===== src/rtl/multicycle_controller.sv =====
// Moore-style control unit for the multi-cycle RV32I datapath.
// Sequences fetch/decode/execute/memory/writeback and resolves branches from ALU flags.
module multicycle_controller #(
  parameter logic RESET_PC_WRITE = 1'b0
) (
  input  logic        clk,
  input  logic        rst,
  input  logic [31:0] Instr,
  input  logic        Zero_Flag,
  input  logic        Sign_Flag,
  output logic        PC_Write,
  output logic        Adr_Src,
  output logic        Mem_Write,
  output logic        IR_Write,
  output logic        Reg_Write,
  output logic [1:0]  Result_Src,
  output logic [1:0]  ALU_SrcA,
  output logic [1:0]  ALU_SrcB,
  output logic [1:0]  Imm_Src,
  output logic [2:0]  ALU_Control
);

  localparam logic [3:0] S_FETCH    = 4'd0;
  localparam logic [3:0] S_DECODE   = 4'd1;
  localparam logic [3:0] S_MEMADR   = 4'd2;
  localparam logic [3:0] S_MEMREAD  = 4'd3;
  localparam logic [3:0] S_MEMWB    = 4'd4;
  localparam logic [3:0] S_MEMWRITE = 4'd5;
  localparam logic [3:0] S_EXECR    = 4'd6;
  localparam logic [3:0] S_EXECI    = 4'd7;
  localparam logic [3:0] S_ALUWB    = 4'd8;
  localparam logic [3:0] S_BRANCH   = 4'd9;
  localparam logic [3:0] S_JAL      = 4'd10;

  localparam logic [6:0] OP_LOAD   = 7'b0000011;
  localparam logic [6:0] OP_STORE  = 7'b0100011;
  localparam logic [6:0] OP_RTYPE  = 7'b0110011;
  localparam logic [6:0] OP_ITYPE  = 7'b0010011;
  localparam logic [6:0] OP_BRANCH = 7'b1100011;
  localparam logic [6:0] OP_JAL    = 7'b1101111;

  logic [3:0] state_r;
  logic [3:0] state_next_s;
  logic [6:0] op_s;
  logic [2:0] f3_s;
  logic       f7b5_s;
  logic [2:0] funct_alu_s;
  logic       take_s;
  logic       unused_s;

  assign op_s     = Instr[6:0];
  assign f3_s     = Instr[14:12];
  assign f7b5_s   = Instr[30];
  assign unused_s = ^{Instr[31], Instr[29:15], Instr[11:7]};

  // slt/sltu fall back to add; sra/srai are treated as srl.
  function automatic logic [2:0] funct_decode(input logic [2:0] f3, input logic is_sub);
    logic [2:0] alu;
    case (f3)
      3'b000: begin
        if (is_sub) alu = 3'b010;
        else        alu = 3'b000;
      end
      3'b001:  alu = 3'b001;
      3'b100:  alu = 3'b100;
      3'b101:  alu = 3'b101;
      3'b110:  alu = 3'b110;
      3'b111:  alu = 3'b111;
      default: alu = 3'b000;
    endcase
    return alu;
  endfunction

  assign funct_alu_s = funct_decode(f3_s, (op_s == OP_RTYPE) && f7b5_s);

  // blt uses the raw sign of A-B; unknown branch funct3 never takes
  always_comb begin
    case (f3_s)
      3'b000:  take_s = Zero_Flag;
      3'b001:  take_s = ~Zero_Flag;
      3'b100:  take_s = Sign_Flag;
      default: take_s = 1'b0;
    endcase
  end

  // Next-state decode
  always_comb begin
    case (state_r)
      S_FETCH:  state_next_s = S_DECODE;
      S_DECODE: begin
        case (op_s)
          OP_LOAD, OP_STORE: state_next_s = S_MEMADR;
          OP_RTYPE:          state_next_s = S_EXECR;
          OP_ITYPE:          state_next_s = S_EXECI;
          OP_BRANCH:         state_next_s = S_BRANCH;
          OP_JAL:            state_next_s = S_JAL;
          default:           state_next_s = S_FETCH;
        endcase
      end
      S_MEMADR: begin
        if (op_s == OP_LOAD) state_next_s = S_MEMREAD;
        else                 state_next_s = S_MEMWRITE;
      end
      S_MEMREAD:  state_next_s = S_MEMWB;
      S_MEMWB:    state_next_s = S_FETCH;
      S_MEMWRITE: state_next_s = S_FETCH;
      S_EXECR:    state_next_s = S_ALUWB;
      S_EXECI:    state_next_s = S_ALUWB;
      S_ALUWB:    state_next_s = S_FETCH;
      S_BRANCH:   state_next_s = S_FETCH;
      S_JAL:      state_next_s = S_ALUWB;
      default:    state_next_s = S_FETCH;
    endcase
  end

  // State register with synchronous reset
  always_ff @(posedge clk) begin
    if (rst) state_r <= S_FETCH;
    else     state_r <= state_next_s;
  end

  // Output decode; everything is held quiet while rst is high
  always_comb begin
    PC_Write    = 1'b0;
    Adr_Src     = 1'b0;
    Mem_Write   = 1'b0;
    IR_Write    = 1'b0;
    Reg_Write   = 1'b0;
    Result_Src  = 2'b00;
    ALU_SrcA    = 2'b00;
    ALU_SrcB    = 2'b00;
    Imm_Src     = 2'b00;
    ALU_Control = 3'b000;
    if (rst) begin
      PC_Write = RESET_PC_WRITE;
    end else begin
      case (state_r)
        S_FETCH: begin
          IR_Write   = 1'b1;
          ALU_SrcB   = 2'b10;
          Result_Src = 2'b10;
          PC_Write   = 1'b1;
        end
        S_DECODE: begin
          ALU_SrcA = 2'b01;
          ALU_SrcB = 2'b01;
          Imm_Src  = 2'b10;
        end
        S_MEMADR: begin
          ALU_SrcA = 2'b10;
          ALU_SrcB = 2'b01;
          if (op_s == OP_STORE) Imm_Src = 2'b01;
          else                  Imm_Src = 2'b00;
        end
        S_MEMREAD: Adr_Src = 1'b1;
        S_MEMWB: begin
          Result_Src = 2'b01;
          Reg_Write  = 1'b1;
        end
        S_MEMWRITE: begin
          Adr_Src   = 1'b1;
          Mem_Write = 1'b1;
        end
        S_EXECR: begin
          ALU_SrcA    = 2'b10;
          ALU_Control = funct_alu_s;
        end
        S_EXECI: begin
          ALU_SrcA    = 2'b10;
          ALU_SrcB    = 2'b01;
          ALU_Control = funct_alu_s;
        end
        S_ALUWB: Reg_Write = 1'b1;
        S_BRANCH: begin
          ALU_SrcA    = 2'b10;
          ALU_Control = 3'b010;
          PC_Write    = take_s;
        end
        S_JAL: begin
          ALU_SrcA = 2'b01;
          ALU_SrcB = 2'b10;
          PC_Write = 1'b1;
        end
        default: PC_Write = 1'b0;
      endcase
    end
  end

endmodule


===== config.mk =====
export PLATFORM = sky130hd
export DESIGN_NAME = multicycle_controller
export DESIGN_NICKNAME = d
export VERILOG_FILES = /design/src/rtl/multicycle_controller.sv
export SDC_FILE = /design/constraint.sdc
export NUM_CORES = 1
export LEC_CHECK = 0
export ABC_AREA = 1
export CAP_MARGIN = 20
export CORE_AREA = 2 2 39 41
export CTS_BUF_LIST = sky130_fd_sc_hd__clkbuf_4 sky130_fd_sc_hd__clkbuf_8
export CTS_CLUSTER_DIAMETER = 40
export DETAILED_ROUTE_END_ITERATION = 7
export DIE_AREA = 0 0 41 43
export DONT_BUFFER_PORTS = 1
export PLACE_DENSITY_LB_ADDON = 0.12
export SLEW_MARGIN = 30
export SYNTH_ARGS = -nofsm -noshare
export SYNTH_HDL_FRONTEND = slang
export SYNTH_SLANG_ARGS = --single-unit

===== constraint.sdc =====
create_clock -name clk -period 1.9 [get_ports clk]
set_input_delay 0.38 -clock clk [delete_from_list [all_inputs] [get_ports clk]]
set_output_delay 0.38 -clock clk [all_outputs]
set_load 0.01 [all_outputs]

Yosys cells after proc, flatten, opt, wreduce, memory -nomap -nowiden --
Index checks and enable logic that the tools add are counted. Widths: inputs -> output; s select.
Word-level totals: input bits 36, bits in read-only memories 0, memories kept 0, bits in writable memories 0, logic and storage cells 62, latch bits 0, bits in registers 4
Cells by class: div/mod/pow operators 0, bitwise logic cells 1, multiply operators 0, $lt $le $gt $ge 0, reductions and logical operators 12, add/subtract/negate cells 0, shifts and indexed selects 0, equal/unequal tests 21, mux-type cells 27
Operator list (count):
- $pmux 4 s5 | 2
- $pmux 3 s6 | 1
- $eq 4x3->1 const B | 4
- $pmux 2 s2 | 4
- $eq 7x6->1 const B | 2
- $eq 7x7->1 const B | 2
- $eq 3x3->1 const B | 4
- $eq 4x4->1 const B | 3
- $reduce_or 2->1 | 6
- $mux 1 | 10
- $mux 2 | 5
- $eq 4x2->1 const B | 2
- $eq 7x2->1 const B | 1
- $eq 7x5->1 const B | 1
- $mux 3 | 2
- $pmux 3 s2 | 1
- $reduce_or 3->1 | 2
- $eq 4x1->1 const B | 1
- $logic_not 4->1 | 1
- $reduce_or 4->1 | 1
- $eq 3x1->1 const B | 1
- $logic_not 3->1 | 1
- $pmux 1 s3 | 1
- $pmux 1 s2 | 1
- other kinds (2) | 2

Longest topological paths before layout --
depth after elaboration 6, depth in mapped cells 8, depth with buffers taken out 8

Worst setup path after synthesis --
No wires, ideal clock.
kind reg2out, start register state_r[1], end output Result_Src[1], path slack 0.542 ns, required time 1.520 ns, cell stages (with the launch flop) 7, arrival 0.978 ns, cell sequence dfxtp_1 > inv_1 > nand2_1 > inv_1 > nand2_1 > nor2_1 > buf_4
On the way: cells in the longest elaborated chain, start to end 3
Ends and longest elaborated chain:
- from (decl) | RTL line 42 | logic [3:0] state_r;
- from (signal assigned) | RTL line 119 | else state_r <= state_next_s;
- $eq 4x3->1 / $logic_not 4->1 (equally long branches) | RTL line 137 | case (state_r)
- $pmux 2 s2 (*) | RTL line 137
- $mux 2 (*) | RTL line 134 | if (rst) begin
- to (decl) | RTL line 16 | output logic [1:0] Result_Src,
Mark *: on every way between the ends. The rest lies on a longest branch, timed or not.

Worst setup path after layout --
start register state_r[2], end output ALU_Control[1]
On the way: cells in the longest elaborated chain, start to end 4
Ends and longest elaborated chain:
- $eq 4x3->1 | RTL line 137
- $reduce_or 2->1 (no line)
- $pmux 3 s2 (*) | RTL line 137
- $mux 3 (*) | RTL line 134
- to (decl) | RTL line 20 | output logic [2:0] ALU_Control
Marks and branches as above.

==> metrics.cfg <==
[pwr]
power.internal_uw=173
finalPower_uw=245
comb_power_share_pct=21.9
p_seq_share_pct=36.5
switching_share_pct=29.2
power.switching_uw=71.3
power_frac_clock_pct=41.7
worst_ir_drop_vdd_mv=0.368
power_density_nw_per_um2=420
power.leakage_uw=0.000246

[clocking]
cts_resized=0
hold_buffers=0
clock_sinks=4
clk_pin_slew_worst_paths_ps=30
htreeDepth=1
numCtsBuffers=3
insertion_delay_ps=230
cts_setup_buffers=0
clockRootBuffer=clkbuf_4
clock_path_buffers=2
tritoncts=yes

[setup_path]
worstPathMaxFanout=4
cp_data_required_time_ps=1520
critPathArrivalTime_ps=1330
critPathKind=register to output pin
cp_cell_sequence=inv_2 -> nor2_2 -> nand3_1 -> a21oi_1 -> o21ai_0 -> o21ai_0
start_kind=register
max_stage_delay_ps=310
endpoint_kind=output pin
cp_common_cell=o21ai_0
critPathSlowestCell=dfxtp_1

[sta]
rsz0062_at_grt=false
hold_viol_final=0
worst_pin_slew_ps=375
timing.fmax_mhz=586
post-route-min-period_ps=1710
drv_slew=0
timing.hold.ws_ps=216
setup_ws_ps=194
slew-limit-headroom_pct=74.9
setup_viol=0
tns_ps=0
min_period_over_period_pct=89.8
fin_skew_ps=0.368

[final_layout]
largest_reg_flops=4
nets=139
diodes=0
syn_to_final_growth_pct=5.67
area.sequential_um2=80.1
multi_input_area_um2=397
reg_top3=state_r (4)
drive_gt1_share_pct=20.8
final.fill_count=171
largest-register=state_r

[floorplanning]
rows=14
num_io_pins=52
die_w_um=41
die-area_um2=1760
coreArea_um2=1380
die_h_um=43
start_util_pct=39.9

[logic_synthesis]
syn_area_um2=552
synth-seq-area-share_pct=14.5
synth_area_per_cell_um2=5.52
synth_largest_area_cell=dfxtp_1
synth_warnings=0
synth_top_cells_by_area=dfxtp_1 15%, nand2_1 12%, nor2_1 12%, a21oi_1 10%, inv_1 7.5%
synth-xor-area-share_pct=0
muxShareOfSynthArea_pct=0
syn_inst=100
synth_nets=136
synth_fa_ha_area_share_pct=0
synth-simple-area-share_pct=54.0
synth.top_cell.area_share_pct=14.5
ys_types=21
synth-compound-area-share_pct=17.9
synth_top_family_by_area=simple AND/OR/NAND/NOR gates
ys_ff_latch=4

[routing]
route.final.wire_length_um=1330
ant_nets=0
post-route-drc-count=0
wl_per_cell_um=11.3
vias=606
drtPass1Iterations=4
avgViaCountPerCell=5.18
dr.first_iter.drc_count=19

[outcome]
status=complete, no violations

[worst_hold_path]
hp-class=primary input to register

[placement]
dp_hpwl_um=1110
portBuffers=0
gp_congestion=0.753
dpl_worst_slack_ps=440

[run]
drv_cap=0

[global_route]
grt_pass1_vias=577
grt_max_degree=13
gr-total-overflow=0
antenna_found_initial=0
grtUsageTotal_pct=17.9
grt_pass1_wl_um=2200

## metal layers
layer / routed length, µm / GRT usage [%] / up-vias
li1: - / - / 321
met1: 530 / 20.5 / 261
met2: 652 / 30.0 / 24
met3: 141 / 5.76 / 0
met4: 0 / 4.67 / 0
met5: 0 / 0 / -
## synth_stat cells
cell type / instances
nor2_4: 3
nor2_2: 3
nor2_1: 17
inv_1: 11
o21ai_1: 2
inv_2: 6
dfxtp_1: 4
nand2_1: 18
nand2_2: 2
a31oi_1: 1
nor3_1: 2
nor3_2: 1
nor4_2: 1
nand2_4: 2
o22ai_1: 2
and2_1: 1
nand3_1: 8
buf_4: 1
a21oi_1: 11
o21ai_0: 3
buf_1: 1
## worst max-delay path, delay by kind of cell (launching register included)
kind | cells | cell delay, ps
flip-flops | 1 | 310
buffers and inverters | 1 | 50
AO/OA/AOI/OAI | 3 | 440
AND/OR/NAND/NOR | 2 | 290
## kinds of logic (layout without fill, tap and decap cells)
family	after synthesis	count (layout)
flip-flops	4	4
AO/OA/AOI/OAI	19	19
AND/OR/NAND/NOR	58	58
buffers and inverters	19	20
## cell usage in the layout, fill, tap and decap left out
master | netlist | routed
o22ai_1 | 2 | 2
o21ai_1 | 2 | 2
nor4_2 | 1 | 1
nor2_4 | 3 | 3
nand2_4 | 2 | 2
o21ai_0 | 3 | 3
inv_1 | 11 | 11
a21oi_1 | 11 | 11
nand2_1 | 18 | 18
and2_1 | 1 | 1
nor2_2 | 3 | 3
nor3_2 | 1 | 1
nor3_1 | 2 | 2
clkbuf_4 | 0 | 3
nand3_1 | 8 | 8
nand2_2 | 2 | 2
a31oi_1 | 1 | 1
inv_2 | 6 | 6
dfxtp_1 | 4 | 4
nor2_1 | 17 | 17
## worst paths after layout
check	cells after the start	slack, ps	endpoint	start
setup reg to reg	7	830	state_r[2]$_SDFF_PP0_	state_r[1]$_SDFF_PP0_
hold reg to reg	4	670	state_r[1]$_SDFF_PP0_	state_r[0]$_SDFF_PP0_
setup / recovery	6	190	ALU_Control[1]	state_r[2]$_SDFF_PP0_
hold / removal	1	220	state_r[0]$_SDFF_PP0_	rst
## stage by stage
stage | util (%) | cells | instance area, µm²
after floorplan | - | 100 | 552
after global placement | 40.5 | 114 | 561
after detailed placement | 40.5 | 114 | 561
after CTS | 42.1 | 117 | 583
after global routing | 42.1 | 117 | 583
final | 42.1 | 117 | 583
## layout make-up
type / count / area share (%)
Clock buffer: 3 / 3.86
Sequential cell: 4 / 13.7
Multi-Input combinational cell: 77 / 68.0
Tap cell: 16 / 3.43
Inverter: 17 / 10.9
## power groups by stage
stage               registers, µW  clock network (µW)  logic, µW
floorplan                    89.8                   0       51.4
global placement             90.4                   0       53.1
detailed placement           90.3                   0       53.4
CTS                          89.0                 108       53.6
global route                 89.5                 114       60.8
finish                       89.2                 102       53.5
No activity file was read; power rests on OpenSTA's default activity.
